==> config.mk <==
export PLATFORM = sky130hd
export DESIGN_NAME = neuron_param_loader
export DESIGN_NICKNAME = d
export VERILOG_FILES = /design/src/rtl/neuron_param_loader.sv
export SDC_FILE = /design/constraint.sdc
export NUM_CORES = 1
export LEC_CHECK = 0
export ABC_AREA = 1
export CAP_MARGIN = 5
export CORE_MARGIN = 1.5
export CORE_UTILIZATION = 52
export CTS_BUF_LIST = sky130_fd_sc_hd__clkbuf_8
export CTS_CLUSTER_DIAMETER = 80
export CTS_CLUSTER_SIZE = 24
export DETAILED_ROUTE_END_ITERATION = 12
export HOLD_SLACK_MARGIN = 0.08
export PLACE_DENSITY = 0.83
export SLEW_MARGIN = 20
export SYNTH_ARGS = -nofsm -noshare
export SYNTH_HDL_FRONTEND = slang
export SYNTH_SLANG_ARGS = --single-unit
==> constraint.sdc <==
create_clock -name clk -period 2.2 [get_ports clk]
set_input_delay 0.22 -clock clk [delete_from_list [all_inputs] [get_ports clk]]
set_output_delay 0.22 -clock clk [all_outputs]
set_load 0.02 [all_outputs]
==> src/rtl/neuron_param_loader.sv <==
// Configuration sequencer for one neuron grid core: reassembles a 32-bit word stream
// into parameter entries and packed 2-bit instructions and drives the grid write ports.
module neuron_param_loader #(
    parameter int NUM_NEURONS = 256,
    parameter int PARAM_WIDTH = 368
) (
    input  logic                           clk,
    input  logic                           reset_n,
    input  logic                           start,
    input  logic                           abort,
    input  logic                           grid_idle,
    input  logic                           cfg_valid,
    input  logic [31:0]                    cfg_data,
    output logic                           cfg_ready,
    output logic                           param_wen,
    output logic [$clog2(NUM_NEURONS)-1:0] param_address,
    output logic [PARAM_WIDTH-1:0]         param_data_in,
    output logic                           neuron_inst_wen,
    output logic [$clog2(NUM_NEURONS)-1:0] neuron_inst_address,
    output logic [1:0]                     neuron_inst_data_in,
    output logic                           busy,
    output logic                           tick_hold,
    output logic                           done
);
    localparam int AW  = $clog2(NUM_NEURONS);
    localparam int WPE = (PARAM_WIDTH + 31) / 32;
    localparam int WW  = (WPE > 1) ? $clog2(WPE) : 1;

    typedef enum logic [2:0] {
        S_IDLE      = 3'd0,
        S_P_COLLECT = 3'd1,
        S_P_WRITE   = 3'd2,
        S_I_COLLECT = 3'd3,
        S_I_WRITE   = 3'd4,
        S_DONE      = 3'd5
    } state_t;

    state_t                 state_q, state_d;
    logic [AW-1:0]          ncnt_q, ncnt_d;
    logic [WW-1:0]          wcnt_q, wcnt_d;
    logic [PARAM_WIDTH-1:0] asm_q, asm_d;
    logic [AW-1:0]          paddr_q, paddr_d;
    logic [31:0]            isr_q, isr_d;
    logic                   cfg_ready_s;
    logic                   hs_s;

    // Abort withdraws ready so a word offered in the abort cycle is never consumed.
    assign cfg_ready_s = ((state_q == S_P_COLLECT) || (state_q == S_I_COLLECT)) && !abort;
    assign hs_s        = cfg_valid && cfg_ready_s;

    // Next-state and datapath update for the load sequencer.
    always_comb begin
        state_d = state_q;
        ncnt_d  = ncnt_q;
        wcnt_d  = wcnt_q;
        asm_d   = asm_q;
        paddr_d = paddr_q;
        isr_d   = isr_q;
        if (abort) begin
            state_d = S_IDLE;
            ncnt_d  = {AW{1'b0}};
            wcnt_d  = {WW{1'b0}};
        end else begin
            case (state_q)
                S_IDLE: begin
                    if (start && grid_idle) begin
                        state_d = S_P_COLLECT;
                        ncnt_d  = {AW{1'b0}};
                        wcnt_d  = {WW{1'b0}};
                        asm_d   = {PARAM_WIDTH{1'b0}};
                    end else begin
                        state_d = S_IDLE;
                    end
                end
                S_P_COLLECT: begin
                    if (hs_s) begin
                        // Bits of the final word beyond PARAM_WIDTH have no home and fall away.
                        for (int b = 0; b < PARAM_WIDTH; b++) begin
                            if ((b / 32) == int'(wcnt_q)) begin
                                asm_d[b] = cfg_data[b % 32];
                            end else begin
                                asm_d[b] = asm_q[b];
                            end
                        end
                        if (wcnt_q == WW'(WPE - 1)) begin
                            state_d = S_P_WRITE;
                            paddr_d = ncnt_q;
                        end else begin
                            wcnt_d = wcnt_q + WW'(1);
                        end
                    end else begin
                        state_d = S_P_COLLECT;
                    end
                end
                S_P_WRITE: begin
                    wcnt_d = {WW{1'b0}};
                    if (ncnt_q == AW'(NUM_NEURONS - 1)) begin
                        ncnt_d  = {AW{1'b0}};
                        state_d = S_I_COLLECT;
                    end else begin
                        ncnt_d  = ncnt_q + AW'(1);
                        state_d = S_P_COLLECT;
                    end
                end
                S_I_COLLECT: begin
                    if (hs_s) begin
                        isr_d   = cfg_data;
                        state_d = S_I_WRITE;
                    end else begin
                        state_d = S_I_COLLECT;
                    end
                end
                S_I_WRITE: begin
                    isr_d  = {2'b00, isr_q[31:2]};
                    ncnt_d = ncnt_q + AW'(1);
                    // Groups start 16-aligned, so the low nibble marks the 16th write.
                    if (ncnt_q[3:0] == 4'hF) begin
                        if (ncnt_q == AW'(NUM_NEURONS - 1)) begin
                            state_d = S_DONE;
                        end else begin
                            state_d = S_I_COLLECT;
                        end
                    end else begin
                        state_d = S_I_WRITE;
                    end
                end
                S_DONE: begin
                    state_d = S_IDLE;
                end
                default: begin
                    state_d = S_IDLE;
                    ncnt_d  = {AW{1'b0}};
                    wcnt_d  = {WW{1'b0}};
                end
            endcase
        end
    end

    // State and datapath registers.
    always_ff @(posedge clk or negedge reset_n) begin
        if (!reset_n) begin
            state_q <= S_IDLE;
            ncnt_q  <= {AW{1'b0}};
            wcnt_q  <= {WW{1'b0}};
            asm_q   <= {PARAM_WIDTH{1'b0}};
            paddr_q <= {AW{1'b0}};
            isr_q   <= 32'd0;
        end else begin
            state_q <= state_d;
            ncnt_q  <= ncnt_d;
            wcnt_q  <= wcnt_d;
            asm_q   <= asm_d;
            paddr_q <= paddr_d;
            isr_q   <= isr_d;
        end
    end

    assign cfg_ready           = cfg_ready_s;
    assign param_wen           = (state_q == S_P_WRITE) && !abort;
    assign param_address       = paddr_q;
    assign param_data_in       = asm_q;
    assign neuron_inst_wen     = (state_q == S_I_WRITE) && !abort;
    assign neuron_inst_address = ncnt_q;
    assign neuron_inst_data_in = isr_q[1:0];
    assign busy                = (state_q != S_IDLE);
    assign tick_hold           = (state_q != S_IDLE);
    assign done                = (state_q == S_DONE) && !abort;

endmodule
# Word-level counts from Yosys, hierarchy flattened
# Index checks and enable logic that the tools add are counted.
[word_totals]
regBits = 423
in_bits = 38
word_cells = 482
[classes]
n_addsub = 2
n_reduce_logical = 31
n_mux = 391
bitwise_logic = 1
eq_ne = 40
[ops]
columns = ["cell", "count"]
rows = [
  ["$mux 368", 2],
  ["$pmux 368 s2", 1],
  ["$mux 1", 369],
  ["$pmux 32 s2", 1],
  ["$reduce_and 5->1", 12],
  ["$eq 4x4->1 const A", 8],
  ["$mux 32", 1],
  ["$pmux 8 s4", 1],
  ["$ne 2x1->1 const B", 14],
  ["$mux 8", 3],
  ["$mux 3", 6],
  ["$mux 4", 4],
  ["$pmux 3 s5", 1],
  ["$pmux 4 s3", 1],
  ["$ne 3x3->1 const B", 3],
  ["$add 8x1->8 const B", 1],
  ["$eq 3x4->1 const A", 2],
  ["$eq 4x4->1 const B", 2],
  ["$eq 8x8->1 const B", 1],
  ["$reduce_and 4->1", 2],
  ["$eq 3x2->1 const B", 2],
  ["$eq 3x3->1 const B", 2],
  ["$logic_and 1x1->1", 6],
  ["$ne 2x2->1 const B", 3],
  ["15 further kinds", 17],
]

# Logic depth before layout (Yosys ltp)
# Gate-level depths: netlist of the first run.
[logic_depth]
depth_word = 7
mapped_depth = 10
ltp_nobuf = 8

# Worst setup path before layout of the first run
# No wires, ideal clock.
[synth_timing]
path_kind = "register -> register"
start = "register state_q[1]"
end = "register asm_q[357], in the netlist param_data_in[357]"
setup_ns = 0.117
setup_slack_ns = 0.508
path_buffers = 2
path_stages_with_launch = 11
synth_period_minus_slack_ns = 1.692
arrival_time_ns = 1.575
required_time_ns = 2.083
path_cell_list = "dfrtp_1 > nor2_1 > nand2_1 > nor2_1 > nand2_1 > nand2_1 > buf_4 > nand2_1 > buf_4 > nand2_1 > nand2_1"
[synth_between]
elab_chain_cells = 6
[synth_lines]
columns = ["item", "line", "source"]
rows = [
  ["start, declared", "38", "state_t state_q, state_d;"],
  ["start signal, assigned", "149", "state_q <= state_d;"],
  ["$eq 3x1->1 / $eq 3x2->1 (equally long branches)", "48, 64", ""],
  ["$logic_or 1x1->1", "48", "assign cfg_ready_s = ((state_q == S_P_COLLECT) || (state_q == S_I_COLLECT)) && !abort;"],
  ["$logic_and 1x1->1", "48", ""],
  ["$logic_and 1x1->1", "49", "assign hs_s = cfg_valid && cfg_ready_s;"],
  ["$ne 2x2->1 (no source line)", "-", ""],
  ["$reduce_and 5->1 (no source line)", "-", ""],
  ["end signal, assigned", "145", "asm_q <= {PARAM_WIDTH{1'b0}};"],
  ["end signal, assigned", "152", "asm_q <= asm_d;"],
  ["end, declared", "41", "logic [PARAM_WIDTH-1:0] asm_q, asm_d;"],
]
# Parallel ways exist; a longest one is shown, timed or not.
# A chain may end at the register's enable or synchronous reset.

# Worst setup path after layout of the first run
[layout_timing]
start = "register state_q[2]"
end = "output param_wen"
[layout_between]
elab_chain_cells = 2
[layout_lines]
columns = ["item", "line", "source"]
rows = [
  ["$eq 3x2->1", "159", "assign param_wen = (state_q == S_P_WRITE) && !abort;"],
  ["$logic_and 1x1->1", "159", ""],
  ["end, declared", "15", "output logic param_wen,"],
]
# No other way between the ends.

==> results of run 1 <==
## area by class of cell
class                   instances  share of cell area
clock buffers                  24              0.0142
clock inverters                 3             0.00167
inverters                      92              0.0148
multi-input cells            1432               0.267
flip-flops and latches        423               0.454
well taps                     448              0.0241
repair buffers                527               0.224
## metal layers
metal  track usage  vias to the layer above  share of wire
li1              -                     7401              -
met4         0.141                        0          0.048
met5             0                        -              0
met2         0.552                      990           0.47
met1         0.436                     7981           0.38
met3        0.0598                      159          0.096
## final timing paths
| check | startpoint | end | slack, ns | cells past startpoint |
|---|---|---|---|---|
| worst max-delay path | state_q[2] | param_wen | 0.1 | 4 |
| worst min-delay path | reset_n | isr_q[1] | 0.14 | 2 |
| worst max register to register | state_q[2] | param_data_in[273] | 0.1 | 8 |
| worst min register to register | param_data_in[14] | param_data_in[14] | 0.49 | 2 |
| max in group asynchronous | reset_n | param_data_in[293] | 1.27 | 3 |
| min in group clk | cfg_data[31] | isr_q[31] | 0.20 | 3 |
## metrics by stage
| stage | setup slack (ns) | hold slack [ns] |
|---|---|---|
| final | 0.0994 | 0.140 |
| after CTS | 0.0126 | 0.122 |
| after global routing | 0.0110 | 0.165 |
| after detailed placement | 0.0549 | 0.196 |
| after floorplan | 0.508 | -0.0756 |
| after global placement | 0.0952 | 0.194 |
## registers in the layout (all words and copies together), names as in the netlist
signal and flops:
neuron_inst_address 8, state_q 3, wcnt_q 4, param_data_in 368, isr_q 32, param_address 8
## power breakdown
| part | internal (mW) | switching (mW) | leakage [nW] |
|---|---|---|---|
| combinational | 2.25 | 3.32 | 6.19 |
| clock | 1.03 | 2.43 | 0.189 |
| sequential | 8.79 | 0.679 | 5.67 |
## logic make-up (layout without fill, tap and decap cells)
| family | count (synthesis) | count (layout) | synth area share |
|---|---|---|---|
| flops | 423 | 423 | 0.591 |
| xor+xnor | 3 | 3 | 0.00147 |
| simple gates | 1330 | 1330 | 0.309 |
| buf+inv | 257 | 646 | 0.0691 |
| compound gates | 94 | 94 | 0.0264 |
| fa+ha+maj | 5 | 5 | 0.00349 |
## worst max-delay path: cells and delay by family, from the launching register on
family	cells	cell delay, ns
flip-flops	1	0.46
buffers and inverters	2	0.38
AND/OR/NAND/NOR	2	0.42
## layout by cell type, fill, tap and decap left out, drive strengths merged, types with 3 or more instances in the layout
cell type,count
nand2,883
dfrtp,423
clkdlybuf4s50,422
nand3,390
buf,98
inv,94
o21ai,87
nor2,48
clkbuf,26
nand4,6
a21oi,5
ha,5
nor3,3
## what timing repair did
action	4_1_cts	5_1_grt
hold buffers	1	0
endpoints found under the setup margin	7	11
setup buffers	0	0
hold endpoints to repair	423	0
gates resized for setup	7	6
gates cloned	0	0
==> results.yml, run 1 <==
outcome:
  status: "finished clean"
route:
  post_drt_wl_per_cell_um: 20.3
  vias_per_cell: 5.61
  ant_nets: 0
  drt-initial-drc-count: 1825
  num_vias: 16500
  drt-pass1-iter-count: 9
  drc: 0
  finalWirelength_um: 59700
global_route:
  grt_pass1_wl_um: 92200
  grt_pass1_vias: 16200
  grt_usage: 0.334
  grt.overflow.total: 0
  antenna_found_initial: 0
  grt_max_degree: 83
sta:
  rsz0062_at_grt: "no"
  post-route-min-period_ns: 2.10
  setup_viol: 0
  clock_skew_ns: 0.0346
  fmax_mhz: 476
  fin_setup_tns_ns: 0
  tightestPinTransition_ns: 0.604
  final-hold-violation-count: 0
  slew_violations: 0
  relSlewSlack: 0.597
  min_period_over_period: 0.955
logic_synthesis:
  synth_area_leaders: "dfrtp_1 (59%), nand2_1 (18%), nand3_1 (11%)"
  ys_async_sr_fraction: 1.00
  synth_top_area_frac: 0.591
  syn_inst: 2112
  postSynthAreaPerCell_sq_um: 8.48
  synth_common_cells: "nand2_1 (882), dfrtp_1 (423), nand3_1 (390), inv_1 (89), o21ai_0 (76)"
  synth-seq-cells: 423
  synth_fp_nets: 2155
  synth_edf_count: 0
  synth_most_common_cell: "nand2_1"
  synth.distinct_cells: 22
  seq_area_frac_synth: 0.591
  synth_flop_cell: "dfrtp_1"
  netlist_area_sq_mm: 0.0179
  synth.largest_area_cell: "dfrtp_1"
  ys_warn_count: 0
worst_setup_path:
  slowest_stage: "dfrtp_1"
  arrival_ns: 1.88
  cp-end-kind: "primary output"
  critical_path.cell_chain: "inv_2 -> nand3_1 -> nor2_1 -> clkbuf_2"
  required_ns: 1.98
  crit_type: "register to primary output"
  slowest_delay_ns: 0.46
  cp-start-kind: "register"
  crit_fanout: 6
layout:
  seq_area_sq_mm: 0.0106
  multi_input_area_sq_mm: 0.00622
  num_antenna_cells: 0
  area_growth_pct: 30.1
  post-route-util: 0.691
  layout-drive-gt1-share: 0.0608
  fillers: 2608
  fin_nets: 2541
  finalNonFillerCells: 2949
  stdcell_area_sq_mm: 0.0233
placement:
  portBuffers: 429
  post-place-cells: 2921
  postPlaceCellArea_sq_mm: 0.0229
  dp.final_hpwl_um: 41200
  gp_congestion: 0.877
pwr:
  vdd_ir_drop_max_mv: 0.506
  p_leak_nw: 12.0
  p_total_mw: 18.5
  power_density_mw_per_mm2: 794
clock_tree:
  cts-root-buf: "clkbuf_8"
  cts_tree: "done"
  clockBufferDepth: 3
  numCtsBuffers: 22
  h-tree-depth: 1
  clk_latency_ns: 0.62
  clock-sinks: 423
  path_clk_slew_ns: 0.14
floorplan:
  rows: 67
  core_sq_mm: 0.0337
  ios: 430
  die_h_um: 189
  die_x_um: 189
  dieArea_sq_mm: 0.0356
  initial_core_util: 0.531
worst_hold_path:
  hold_path.class: "input pin to asynchronous set/reset pin"
job:
  max_cap_violations: 0
Note: power is estimated with default switching activity, not from simulation.
==> run 2, diff against run 1 <==
GPL_TIMING_DRIVEN = 0   (was unset)
SLEW_MARGIN = 10   (was 20)
==> results.yml, run 2 (synthesis gave the netlist of run 1 again) <==
worst_hold_path:
  hold_path.class: "input pin to asynchronous set/reset pin"
worst_setup_path:
  critical_path.cell_chain: "inv_4 -> nand2_4 -> nor3_4 -> nand2_1 -> nand2_2 -> buf_8 -> buf_6 -> buf_4 -> nand3_1 -> nand2_1"
  crit_type: "register to register"
  cp-start-kind: "register"
  crit_path_frequent_cell: "nand2_1"
  slowest_stage: "dfrtp_2"
  critical_path.startpoint: "state_q[2]"
  arrival_ns: 2.70
  required_ns: 2.76
  r2r-start: "state_q[2]"
  slowest_delay_ns: 0.47
  crit_fanout: 10
  cp-end-kind: "register"
floorplan:
  ios: 430
  die_x_um: 189
  die_h_um: 189
  rows: 67
  core_sq_mm: 0.0337
  initial_core_util: 0.531
  dieArea_sq_mm: 0.0356
placement:
  gp_congestion: 0.927
  portBuffers: 428
  dp_slack_ns: -0.477
  dp.final_hpwl_um: 45900
clock_tree:
  clock-sinks: 423
  h-tree-depth: 1
  path_clk_slew_ns: 0.13
  cts-root-buf: "clkbuf_8"
  clockBufferDepth: 3
  numCtsBuffers: 21
  clk_latency_ns: 0.63
  cts_tree: "done"
pwr:
  p_leak_nw: 12.2
  swShare: 0.350
  vdd_ir_drop_max_mv: 0.460
  internal_power_mw: 11.9
  p_sw_mw: 6.44
  power_density_mw_per_mm2: 784
  comb_power_share: 0.308
  p_total_mw: 18.4
  seq_power_share: 0.515
  p_clk_frac: 0.177
layout:
  layout_commonest_cell: "nand2_1"
  layout-drive-gt1-share: 0.0796
  fin_nets: 2618
  area_growth_pct: 30.9
  num_antenna_cells: 0
  most-common-layout-cells: "nand2_1 (871), clkdlybuf4s50_1 (421), dfrtp_1 (420), nand3_1 (390), inv_1 (89)"
  largest_reg_flops: 368
route:
  drt-initial-drc-count: 1805
  num_vias: 16800
  finalWirelength_um: 62500
  vias_per_cell: 5.56
  drc: 0
  ant_nets: 0
  drt-pass1-iter-count: 6
  post_drt_wl_per_cell_um: 20.7
outcome:
  status: "finished clean"
sta:
  hold_ws_ns: 0.146
  clock_skew_ns: 0.0431
  post-route-min-period_ns: 2.14
  relSlewSlack: 0.596
  final-hold-violation-count: 0
  setup_viol: 0
  layout_setup_ws_ns: 0.0639
  min_period_over_period: 0.971
  tightestPinTransition_ns: 0.606
  slew_violations: 0
  fmax_mhz: 468
global_route:
  grt_max_degree: 97
  grt.overflow.total: 0
  grt_pass1_vias: 16000
  antenna_found_initial: 0
  grt_pass1_wl_um: 94700
  grt_usage: 0.349
job:
  max_cap_violations: 0
-- run 2: power by group through the flow --
stage / registers, mW / clock network [mW] / logic [mW]
2_1_floorplan: 10.6 / 0 / 1.47
3_3_place_gp: 9.60 / 0 / 5.43
3_5_place_dp: 9.60 / 0 / 5.57
4_1_cts: 9.46 / 3.28 / 5.60
5_1_grt: 9.57 / 3.54 / 6.01
6_report: 9.48 / 3.26 / 5.66
-- run 2: cell type report --
cell class	instances	area [sq um]
Multi-Input combinational cell	1432	6190
Inverter	92	348
Clock buffer	21	289
Clock inverter	3	20.0
Sequential cell	423	10600
Fill cell	2726	10200
Buffer	165	987
Tap cell	448	561
Timing Repair Buffer	440	4470
-- run 2: worst max-delay path, delay by kind of cell, from the launching register on --
family / cells / cell delay (ns)
buf+inv: 4 / 0.71
flops: 1 / 0.47
simple gates: 6 / 0.92
-- run 2: per-layer routing --
layer / GRT usage / wire length [um] / vias up
met1: 0.476 / 24800 / 8148
met3: 0.0646 / 5900 / 174
met4: 0.175 / 3500 / 0
met5: 0 / 0 / -
met2: 0.540 / 28300 / 902
li1: - / - / 7581
-- run 2: repair_timing --
action                                  CTS  global route
setup buffers                             0             6
hold buffers                              2             0
endpoints found under the setup margin  177           439
cloned                                    0             0
resized for setup                        38            64
pin swaps                                 1             3
hold endpoints to repair                 89             0
-- run 2: through the flow --
step	setup TNS [ns]	instances	instance area, sq um	utilization
2_1_floorplan	0	2112	17900	-
3_3_place_gp	-7251.77	2988	22800	0.675
3_5_place_dp	-49.65	2992	22900	0.679
4_1_cts	-0.249	3018	23300	0.691
5_1_grt	-0.0177	3024	23500	0.696
6_report	0	3024	23500	0.696
-- run 2: worst paths after layout --
| kind | end | slack, ns | cells past startpoint |
|---|---|---|---|
| max | param_data_in[295] | 0.06 | 10 |
| min | param_address[4] | 0.15 | 2 |
| max reg2reg | param_data_in[295] | 0.06 | 10 |
| min reg2reg | param_data_in[200] | 0.49 | 2 |
| max in group asynchronous | param_data_in[332] | 0.43 | 5 |
| min in group clk | isr_q[30] | 0.22 | 3 |
==> run 3, diff against run 2 <==
==> constraint.sdc (replaced) <==
create_clock -name clk -period 2.2 [get_ports clk]
set_input_delay 0.66 -clock clk [delete_from_list [all_inputs] [get_ports clk]]
set_output_delay 0.66 -clock clk [all_outputs]
set_load 0.02 [all_outputs]
==> results.yml, run 3 (synthesis gave the netlist of run 1 again) <==
outcome:
  status: "finished, violations left"
  violations: "negative setup slack"
floorplan:
  rows: 67
  die_x_um: 189
  ios: 430
  dieArea_sq_mm: 0.0356
  initial_core_util: 0.531
  core_sq_mm: 0.0337
  die_h_um: 189
clock_tree:
  cts-root-buf: "clkbuf_8"
  clockBufferDepth: 3
  clock-sinks: 423
  cts_tree: "done"
  path_clk_slew_ns: 0.15
  clk_latency_ns: 0.62
  h-tree-depth: 1
  numCtsBuffers: 21
pwr:
  p_sw_mw: 6.46
  p_clk_frac: 0.185
  vdd_ir_drop_max_mv: 0.452
  seq_power_share: 0.531
  power_density_mw_per_mm2: 766
  p_leak_nw: 14.0
  comb_power_share: 0.284
  swShare: 0.364
  internal_power_mw: 11.3
sta:
  layout_setup_ws_ns: -0.121
  min_period_over_period: 1.05
  setup_viol: 4
  rsz0062_at_grt: "yes"
  post-route-min-period_ns: 2.32
  final-hold-violation-count: 0
  slew_violations: 0
  relSlewSlack: 0.603
  clock_skew_ns: 0.0362
  tightestPinTransition_ns: 0.595
  fmax_mhz: 431
route:
  ant_nets: 0
  drc: 0
  drt-pass1-iter-count: 6
  post_drt_wl_per_cell_um: 20.9
  vias_per_cell: 5.62
  finalWirelength_um: 63500
  num_vias: 17100
  drt-initial-drc-count: 1645
layout:
  area_growth_pct: 29.6
  finalNonFillerCells: 3040
  fin_nets: 2634
  layout_commonest_cell: "nand2_1"
  fillers: 2861
  post-route-util: 0.689
  num_antenna_cells: 0
  most-common-layout-cells: "nand2_1 (872), dfrtp_1 (419), nand3_1 (389), dlygate4sd2_1 (386), inv_1 (88)"
  layout-drive-gt1-share: 0.0903
  largest_reg_flops: 368
worst_hold_path:
  hold_path.class: "register to register"
  min_to: "param_data_in[225]"
  min-delay-start: "param_data_in[225]"
  min_path_cells: 2
job:
  max_cap_violations: 0
global_route:
  grt_max_degree: 97
  grt_pass1_vias: 16100
  grt_pass1_wl_um: 95800
  grt_usage: 0.353
  grt.overflow.total: 0
  antenna_found_initial: 0
worst_setup_path:
  critical_path.cell_chain: "inv_4 -> buf_4 -> nor3_4 -> buf_6"
  slowest_stage: "dfrtp_2"
  r2r-start: "state_q[0]"
  arrival_ns: 1.66
  cp-start-kind: "register"
  required_ns: 1.54
  worst-r2r-cell-count: 10
  slowest_delay_ns: 0.47
  rrSetupSlack_ns: 0.04
  cp-end-kind: "primary output"
  crit_type: "register to primary output"
  worstReg2RegEnd: "param_data_in[137]"
  critical_path.startpoint: "state_q[0]"
  crit_fanout: 3
placement:
  gp_congestion: 0.927
  portBuffers: 428
  post-place-cells: 2992
  dp.final_hpwl_um: 45900
run 3: cell types whose count changed in the layout (fill, tap and decap cells not counted), moves of 3 or more:
| cell | change |
|---|---|
| buf_4 | +7 |
| buf_6 | +11 |
| clkbuf_1 | -3 |
| clkbuf_2 | +3 |
| clkdlybuf4s50_1 | -386 |
| dlygate4sd2_1 | +382 |
| nand2_2 | -3 |
run 3: stage by stage:
stage	worst slack (ns)	hold slack [ns]	power (mW)	setup TNS [ns]	instance area [sq um]
6_report	-0.121	0.483	17.8	-0.364	23200
3_3_place_gp	-17.54	0.453	15.0	-7598.86	22800
2_1_floorplan	0.186	0.364	12.1	0	17900
4_1_cts	-0.157	0.453	17.7	-0.406	22900
3_5_place_dp	-0.666	0.457	15.2	-234.25	22900
5_1_grt	-0.158	0.493	18.5	-0.668	23200
run 3: worst max path at each step:
stage                         end  slack, ns
2_1_floorplan     neuron_inst_wen       0.19
3_3_place_gp   param_data_in[227]     -17.54
3_5_place_dp   param_data_in[330]      -0.67
4_1_cts           neuron_inst_wen      -0.16
5_1_grt                      done      -0.16
6_report                     done      -0.12
run 3: worst max-delay path: cells and delay by family, from the launching register on:
family / cells / cell delay [ns]
AND/OR/NAND/NOR: 1 / 0.22
buffers and inverters: 3 / 0.37
flip-flops: 1 / 0.47
run 3: power by group through the flow:
stage | Sequential (mW) | Clock, mW | Combinational, mW
final | 9.44 | 3.29 | 5.05
after global routing | 9.54 | 3.55 | 5.40
after CTS | 9.42 | 3.28 | 4.96
after detailed placement | 9.60 | 0 | 5.57
after global placement | 9.60 | 0 | 5.43
after floorplan | 10.6 | 0 | 1.47
run 3: final cells by class:
class	instances	area (sq um)	share of cell area
inverters	92	350	0.0151
plain buffers	165	1010	0.0435
clock inverters	3	20.0	0.000862
repair buffers	456	4160	0.179
multi-input cells	1432	6230	0.268
well taps	448	561	0.0241
clock buffers	21	289	0.0125
flip-flops and latches	423	10600	0.456
run 3: timing repair:
item	4_1_cts	5_1_grt
endpoints found under the setup margin	563	366
resized for setup	453	88
pin swaps	4	6
cloned	0	0
hold endpoints to repair	36	0
buffers inserted	9	11
hold buffers	4	0
run 3: per-layer routing:
layer	wire length, um	global-route usage
met5	0	0
met4	3560	0.177
met3	5710	0.0639
met2	28900	0.549
met1	25300	0.480
